## config.mk

```make
export PLATFORM = sky130hd
export DESIGN_NAME = wb_arbiter
export DESIGN_NICKNAME = d
export VERILOG_FILES = /design/src/rtl/wb_arbiter.sv
export SDC_FILE = /design/constraint.sdc
export NUM_CORES = 1
export LEC_CHECK = 0
export BUFFER_PORTS_ARGS = -buffer_cell sky130_fd_sc_hd__buf_2
export CORE_MARGIN = 3
export CORE_UTILIZATION = 25
export DETAILED_ROUTE_END_ITERATION = 10
export GPL_ROUTABILITY_DRIVEN = 0
export GPL_TIMING_DRIVEN = 0
export MAX_ROUTING_LAYER = met4
export PLACE_DENSITY = 0.41
export SETUP_SLACK_MARGIN = 0.1
export SLEW_MARGIN = 20
export SYNTH_ARGS = -nofsm -noshare
export SYNTH_HDL_FRONTEND = slang
export SYNTH_SLANG_ARGS = --single-unit
```

## constraint.sdc

```tcl
create_clock -name clk -period 5.6 [get_ports clk]
set_clock_uncertainty 0.2 [all_clocks]
set_input_delay 0.28 -clock clk [delete_from_list [all_inputs] [get_ports clk]]
set_output_delay 0.28 -clock clk [all_outputs]
set_load 0.005 [all_outputs]
```

## src/rtl/wb_arbiter.sv

```systemverilog
// Writeback arbiter: merges non-stallable load data and back-pressured ALU results into one
// register-file write port. Define WB_FWD_EN to build the forwarding lookup over pending writes.

module wb_arbiter #(
    parameter int unsigned DEPTH = 4,
    parameter int unsigned DW    = 16,
    parameter int unsigned RW    = 3
) (
    input  logic                   clk,
    input  logic                   rst,
    input  logic                   alu_valid,
    output logic                   alu_ready,
    input  logic [RW-1:0]          alu_reg,
    input  logic [DW-1:0]          alu_data,
    input  logic                   mem_valid,
    input  logic [RW-1:0]          mem_reg,
    input  logic [DW-1:0]          mem_data,
    output logic                   write,
    output logic [RW-1:0]          writeregsel,
    output logic [DW-1:0]          writedata,
    output logic [$clog2(DEPTH):0] pend_count,
    output logic                   squash,
    output logic                   err,
    input  logic [RW-1:0]          fwd_sel,
    output logic                   fwd_hit,
    output logic [DW-1:0]          fwd_data
);

    localparam int unsigned PW = $clog2(DEPTH);
    localparam logic [PW:0] DepthCnt = (PW+1)'(DEPTH);

    logic [PW:0]      wptr_q, rptr_q, occ;
    logic [PW-1:0]    head, tail;
    logic [DEPTH-1:0] live_q, live_d, kill_vec;
    logic [RW-1:0]    reg_q  [DEPTH];
    logic [DW-1:0]    data_q [DEPTH];
    logic [PW:0]      pend_d, pend_q;

    logic             full, empty, pop, bypass, push;
    logic             wr_en;
    logic [RW-1:0]    wr_sel;
    logic [DW-1:0]    wr_data;

    logic             write_q, squash_q, err_q;
    logic [RW-1:0]    writeregsel_q;
    logic [DW-1:0]    writedata_q;

    logic             prev_valid_q, prev_ready_q;
    logic [RW-1:0]    prev_reg_q;
    logic [DW-1:0]    prev_data_q;

    assign occ   = wptr_q - rptr_q;
    assign full  = (occ == DepthCnt);
    assign empty = (wptr_q == rptr_q);
    assign head  = rptr_q[PW-1:0];
    assign tail  = wptr_q[PW-1:0];

    assign alu_ready = !full;

    always_comb begin
        pop    = !mem_valid && !empty;
        bypass = !mem_valid && empty && alu_valid;
        push   = alu_valid && alu_ready && !bypass;

        // Only entries already buffered can be killed; a same-cycle push is younger.
        for (int unsigned i = 0; i < DEPTH; i++) begin
            kill_vec[i] = mem_valid && live_q[i] && (reg_q[i] == mem_reg);
        end

        live_d = live_q & ~kill_vec;
        if (pop) begin
            live_d[head] = 1'b0;
        end
        if (push) begin
            live_d[tail] = 1'b1;
        end

        pend_d = '0;
        for (int unsigned i = 0; i < DEPTH; i++) begin
            pend_d = pend_d + (PW+1)'(live_d[i]);
        end

        wr_en   = 1'b0;
        wr_sel  = '0;
        wr_data = '0;
        if (mem_valid) begin
            wr_en   = 1'b1;
            wr_sel  = mem_reg;
            wr_data = mem_data;
        end else if (pop) begin
            wr_en   = live_q[head];
            wr_sel  = reg_q[head];
            wr_data = data_q[head];
        end else if (bypass) begin
            wr_en   = 1'b1;
            wr_sel  = alu_reg;
            wr_data = alu_data;
        end
    end

    always_ff @(posedge clk) begin
        if (!rst) begin
            wptr_q        <= '0;
            rptr_q        <= '0;
            live_q        <= '0;
            pend_q        <= '0;
            write_q       <= 1'b0;
            writeregsel_q <= '0;
            writedata_q   <= '0;
            squash_q      <= 1'b0;
        end else begin
            if (push) begin
                wptr_q <= wptr_q + (PW+1)'(1);
            end
            if (pop) begin
                rptr_q <= rptr_q + (PW+1)'(1);
            end
            live_q   <= live_d;
            pend_q   <= pend_d;
            write_q  <= wr_en;
            squash_q <= |kill_vec;
            if (wr_en) begin
                writeregsel_q <= wr_sel;
                writedata_q   <= wr_data;
            end
        end
    end

    always_ff @(posedge clk) begin
        if (push) begin
            reg_q[tail]  <= alu_reg;
            data_q[tail] <= alu_data;
        end
    end

    // Last offered ALU transaction, used only to flag handshake violations.
    always_ff @(posedge clk) begin
        if (!rst) begin
            err_q        <= 1'b0;
            prev_valid_q <= 1'b0;
            prev_ready_q <= 1'b0;
            prev_reg_q   <= '0;
            prev_data_q  <= '0;
        end else begin
            if (prev_valid_q && !prev_ready_q &&
                (!alu_valid || alu_reg != prev_reg_q || alu_data != prev_data_q)) begin
                err_q <= 1'b1;
            end
            prev_valid_q <= alu_valid;
            prev_ready_q <= alu_ready;
            prev_reg_q   <= alu_reg;
            prev_data_q  <= alu_data;
        end
    end

    assign write       = write_q;
    assign writeregsel = writeregsel_q;
    assign writedata   = writedata_q;
    assign pend_count  = pend_q;
    assign squash      = squash_q;
    assign err         = err_q;

`ifdef WB_FWD_EN
    logic [PW-1:0] fwd_idx;

    always_comb begin
        fwd_hit  = 1'b0;
        fwd_data = '0;
        fwd_idx  = '0;
        if (write_q && writeregsel_q == fwd_sel) begin
            fwd_hit  = 1'b1;
            fwd_data = writedata_q;
        end
        // Walk oldest to newest so the youngest match wins.
        for (int unsigned i = 0; i < DEPTH; i++) begin
            fwd_idx = head + PW'(i);
            if (live_q[fwd_idx] && reg_q[fwd_idx] == fwd_sel) begin
                fwd_hit  = 1'b1;
                fwd_data = data_q[fwd_idx];
            end
        end
    end
`else
    logic unused_fwd_sel;
    assign unused_fwd_sel = ^fwd_sel;
    assign fwd_hit        = 1'b0;
    assign fwd_data       = '0;
`endif

endmodule

```

==> out/metrics.csv <==
metric;value;unit
run status;finished clean;
final cell utilization of the core;0.3246;
Synth top area share;0.3908;
die width;158.8;um
IO buf count;63;
Critical Setup Path Class;reg -> reg;
Synth Area per Inst;12.86;sq um
maximum ir drop on the vdd rail;0.2192;mV
Clock Root Buffer;clkbuf_16;
GRT Residual Overflow;0;
main combinational cell family by area after synthesis;compound AO/OA/AOI/OAI gates;
number of gates resized after CTS;0;
mean routed wirelength per cell;17.45;um
overall die height;158.8;um
worst-case hold slack;0.03256;ns
max-slew headroom at the worst pin;0.5129;
cell count after placement;846;
Net Sw Power;1.047;mW
cts bufs inserted;17;
vias in the first global route;4173;
number of flops mapped to enable cells by yosys;76;
clock tree from TritonCTS;built;
summed negative setup slack over all endpoints;0;ns
final setup violation count;0;
Comb power frac;0.280;
number of buffers between clock root and the deepest sink;2;
Pleak;2.819;nW
cell area after synthesis;0.005839;sq mm
std cell rows;55;
Synth Flop Type;edfxtp_1;
highest clock frequency the design can meet;303.6;MHz
layout cell share with drive strength beyond 1;0.2637;
final cell count without fillers;898;
Yosys Warn Count;0;
synthesized instance count;454;
arithmetic-cell share of the synthesized area counting full adders, half adders and majority gates;0.02914;
Period Utilization, post-route;0.5881;
Hold/Removal Path Class;in -> reg;
number of DRC violations after detailed-routing iteration 0;188;
setup repair after global routing missed its margin;no;
NumNets Final;629;
clock input transition at the sequential cells of the worst setup and hold paths;0.06;ns
DIE AREA;0.02523;sq mm
starting density of the core;0.2564;
proportion of register bits with asynchronous set or reset after synthesis;0;
flip-flop and latch count after synthesis;134;
antenna violations before repair;1;
first-pass GRT wire length;24380;um
via/cell ratio;4.261;
overall global routing resource usage;0.1309;
most frequent cells after synthesis;edfxtp_1, dfxtp_1, nand2_1;
biggest area contributors in the synthesized netlist;edfxtp_1, dfxtp_1, mux4_2;
latest clock arrival within the worst-skew pair;0.41;ns
Layout Area Growth over Synthesis;26.61;%
core area;0.02278;sq mm
clock net sink count;134;
vias after detailed routing;3826;
detailed-route wire length;15670;um
relative contribution of the clock network to total power;0.336;
Max-cap violations;0;
count leader, synth;edfxtp_1;
shortest period the worst path allows;3.294;ns
CP Data Arrival Time;3.40;ns
compound-gate portion of the synthesized area;0.09064;
xor and xnor fraction of the mapped netlist area;0.05807;
detailed-routing iteration count for the pre-antenna-repair pass;4;
power density over the cells;448.3;mW/mm^2
crit end category;flip-flop;
Internal Pwr Total;2.267;mW
switching fraction of total power;0.3159;
final hold violation count;0;
fraction of the yosys area taken by sequential cells;0.5897;
transition time at the pin with the least slew margin;0.7306;ns
register share of total power;0.384;
# H-tree levels;4;
Final Max Slew Viols;0;
DRT antenna net count;0;
post-synthesis cell type with the largest combined area;edfxtp_1;
estimated wirelength of the detail-placed design;10470;um
CP max FO;6;
startpoint kind of the worst setup timing path;flip-flop;
number of distinct standard cells referenced by the synthesized netlist;37;
simple-gate share of the synthesized area;0.08507;
mux share of post-synthesis cell area;0.07885;
pin count of the biggest net entering global routing;21;
final routed DRC violation total;0;
Top Ports;88;
data required time at the worst endpoint;5.71;ns
-- metal layers --
layer | vias to the layer above | part of all wire | track usage
li1 | 1843 | - | -
met1 | 1869 | 0.46 | 0.1642
met2 | 102 | 0.49 | 0.2113
met3 | 12 | 0.041 | 0.03026
met4 | 0 | 0.013 | 0.04019
met5 | - | 0 | -
-- critical path: stages, from the launching register on --
cell      delay, ns
dfxtp_1        0.39
inv_1          0.11
ha_1           0.31
and2_1         0.16
clkbuf_1       0.17
a21oi_2        0.32
nand2_1        0.15
a32o_1         0.31
fa_1           0.47
ha_1           0.19
ha_1           0.26
and2_1         0.15
-- cells in the final DEF (no fill, tap or decap), types with 2 or more instances in the layout --
cell           instances
buf_6                  6
xnor2_1               13
edfxtp_1              76
nor2_1                11
a32o_1                 4
a21oi_2                2
nand4_1                6
clkinvlp_4             5
buf_2                 67
buf_1                  3
ha_1                  12
conb_1                17
xnor2_2                2
a21oi_1               22
xor2_1                22
dfxtp_1               58
nand2_1               46
a221o_1               19
nor4_1                 3
bufinv_16              2
a31oi_1               20
buf_4                 19
clkbuf_1              15
mux4_2                20
and2_1                28
and2_2                 4
clkbuf_16             17
inv_6                  4
dlygate4sd3_1         19
inv_1                 26
-- cell families after synthesis --
logic type                 after synthesis
muxes                                   21
other                                    1
adders and majority gates               13
DFF                                    134
xor gates and xnor gates                37
buffers and inverters                   73
and+or+nand+nor                        102
AOI/OAI and AO/OA                       73
-- layout make-up --
type                       instances  area [sq um]
sequential                       134          3443
antenna                            1         2.502
fill                            2327         15380
clock buffer                      19         442.9
inverter                          26         97.59
multi-input combinational        263          2064
clock inverter                    13         146.4
timing repair buffer              82         505.5
tap                              313         391.6
buffer                            47         299.0
-- per-stage QoR --
step / setup WS (ns) / total power [mW] / instance area, sq um
6_report: 2.306 / 3.314 / 7393
5_1_grt: 2.108 / 3.502 / 7393
4_1_cts: 2.286 / 3.357 / 7391
3_5_place_dp: 2.308 / 2.217 / 6611
3_3_place_gp: 2.282 / 2.221 / 6606
2_1_floorplan: 2.572 / 1.887 / 5899
-- flip-flops by register name, indices dropped and copies added (netlist names), 3 cells and up, named ones only --
name / flops
prev_reg_q: 3
pend_count: 3
reg_q: 12
writeregsel: 3
prev_data_q: 16
writedata: 16
rptr_q: 3
live_q: 4
data_q: 64
wptr_q: 3
-- final timing paths --
kind                                           startpoint                        end  slack, ns  cells past startpoint
worst max-delay path               wptr_q[0]$_SDFFE_PN0N_   pend_count[1]$_SDFF_PN0_       2.31                     11
worst min-delay path                          mem_data[3]  writedata[3]$_SDFFE_PN0P_       0.03                      4
worst max register to register     wptr_q[0]$_SDFFE_PN0N_   pend_count[1]$_SDFF_PN0_       2.31                     11
worst min register to register  writedata[7]$_SDFFE_PN0P_  writedata[7]$_SDFFE_PN0P_       0.25                      2
-- power by group through the flow --
stage | sequential [mW] | combinational [mW] | clock (mW)
global route | 1.29 | 1.02 | 1.19
finish | 1.27 | 0.927 | 1.11
global placement | 1.29 | 0.927 | 0
floorplan | 1.29 | 0.600 | 0
detailed placement | 1.29 | 0.922 | 0
CTS | 1.28 | 0.941 | 1.14
-- what timing repair did --
action                                 in CTS  in global routing
hold buffers                               19                  0
setup buffers                               0                  0
endpoints found under the hold margin      94                  0
setup endpoints to repair                   0                  0
Power figures use the tool's default switching activity.
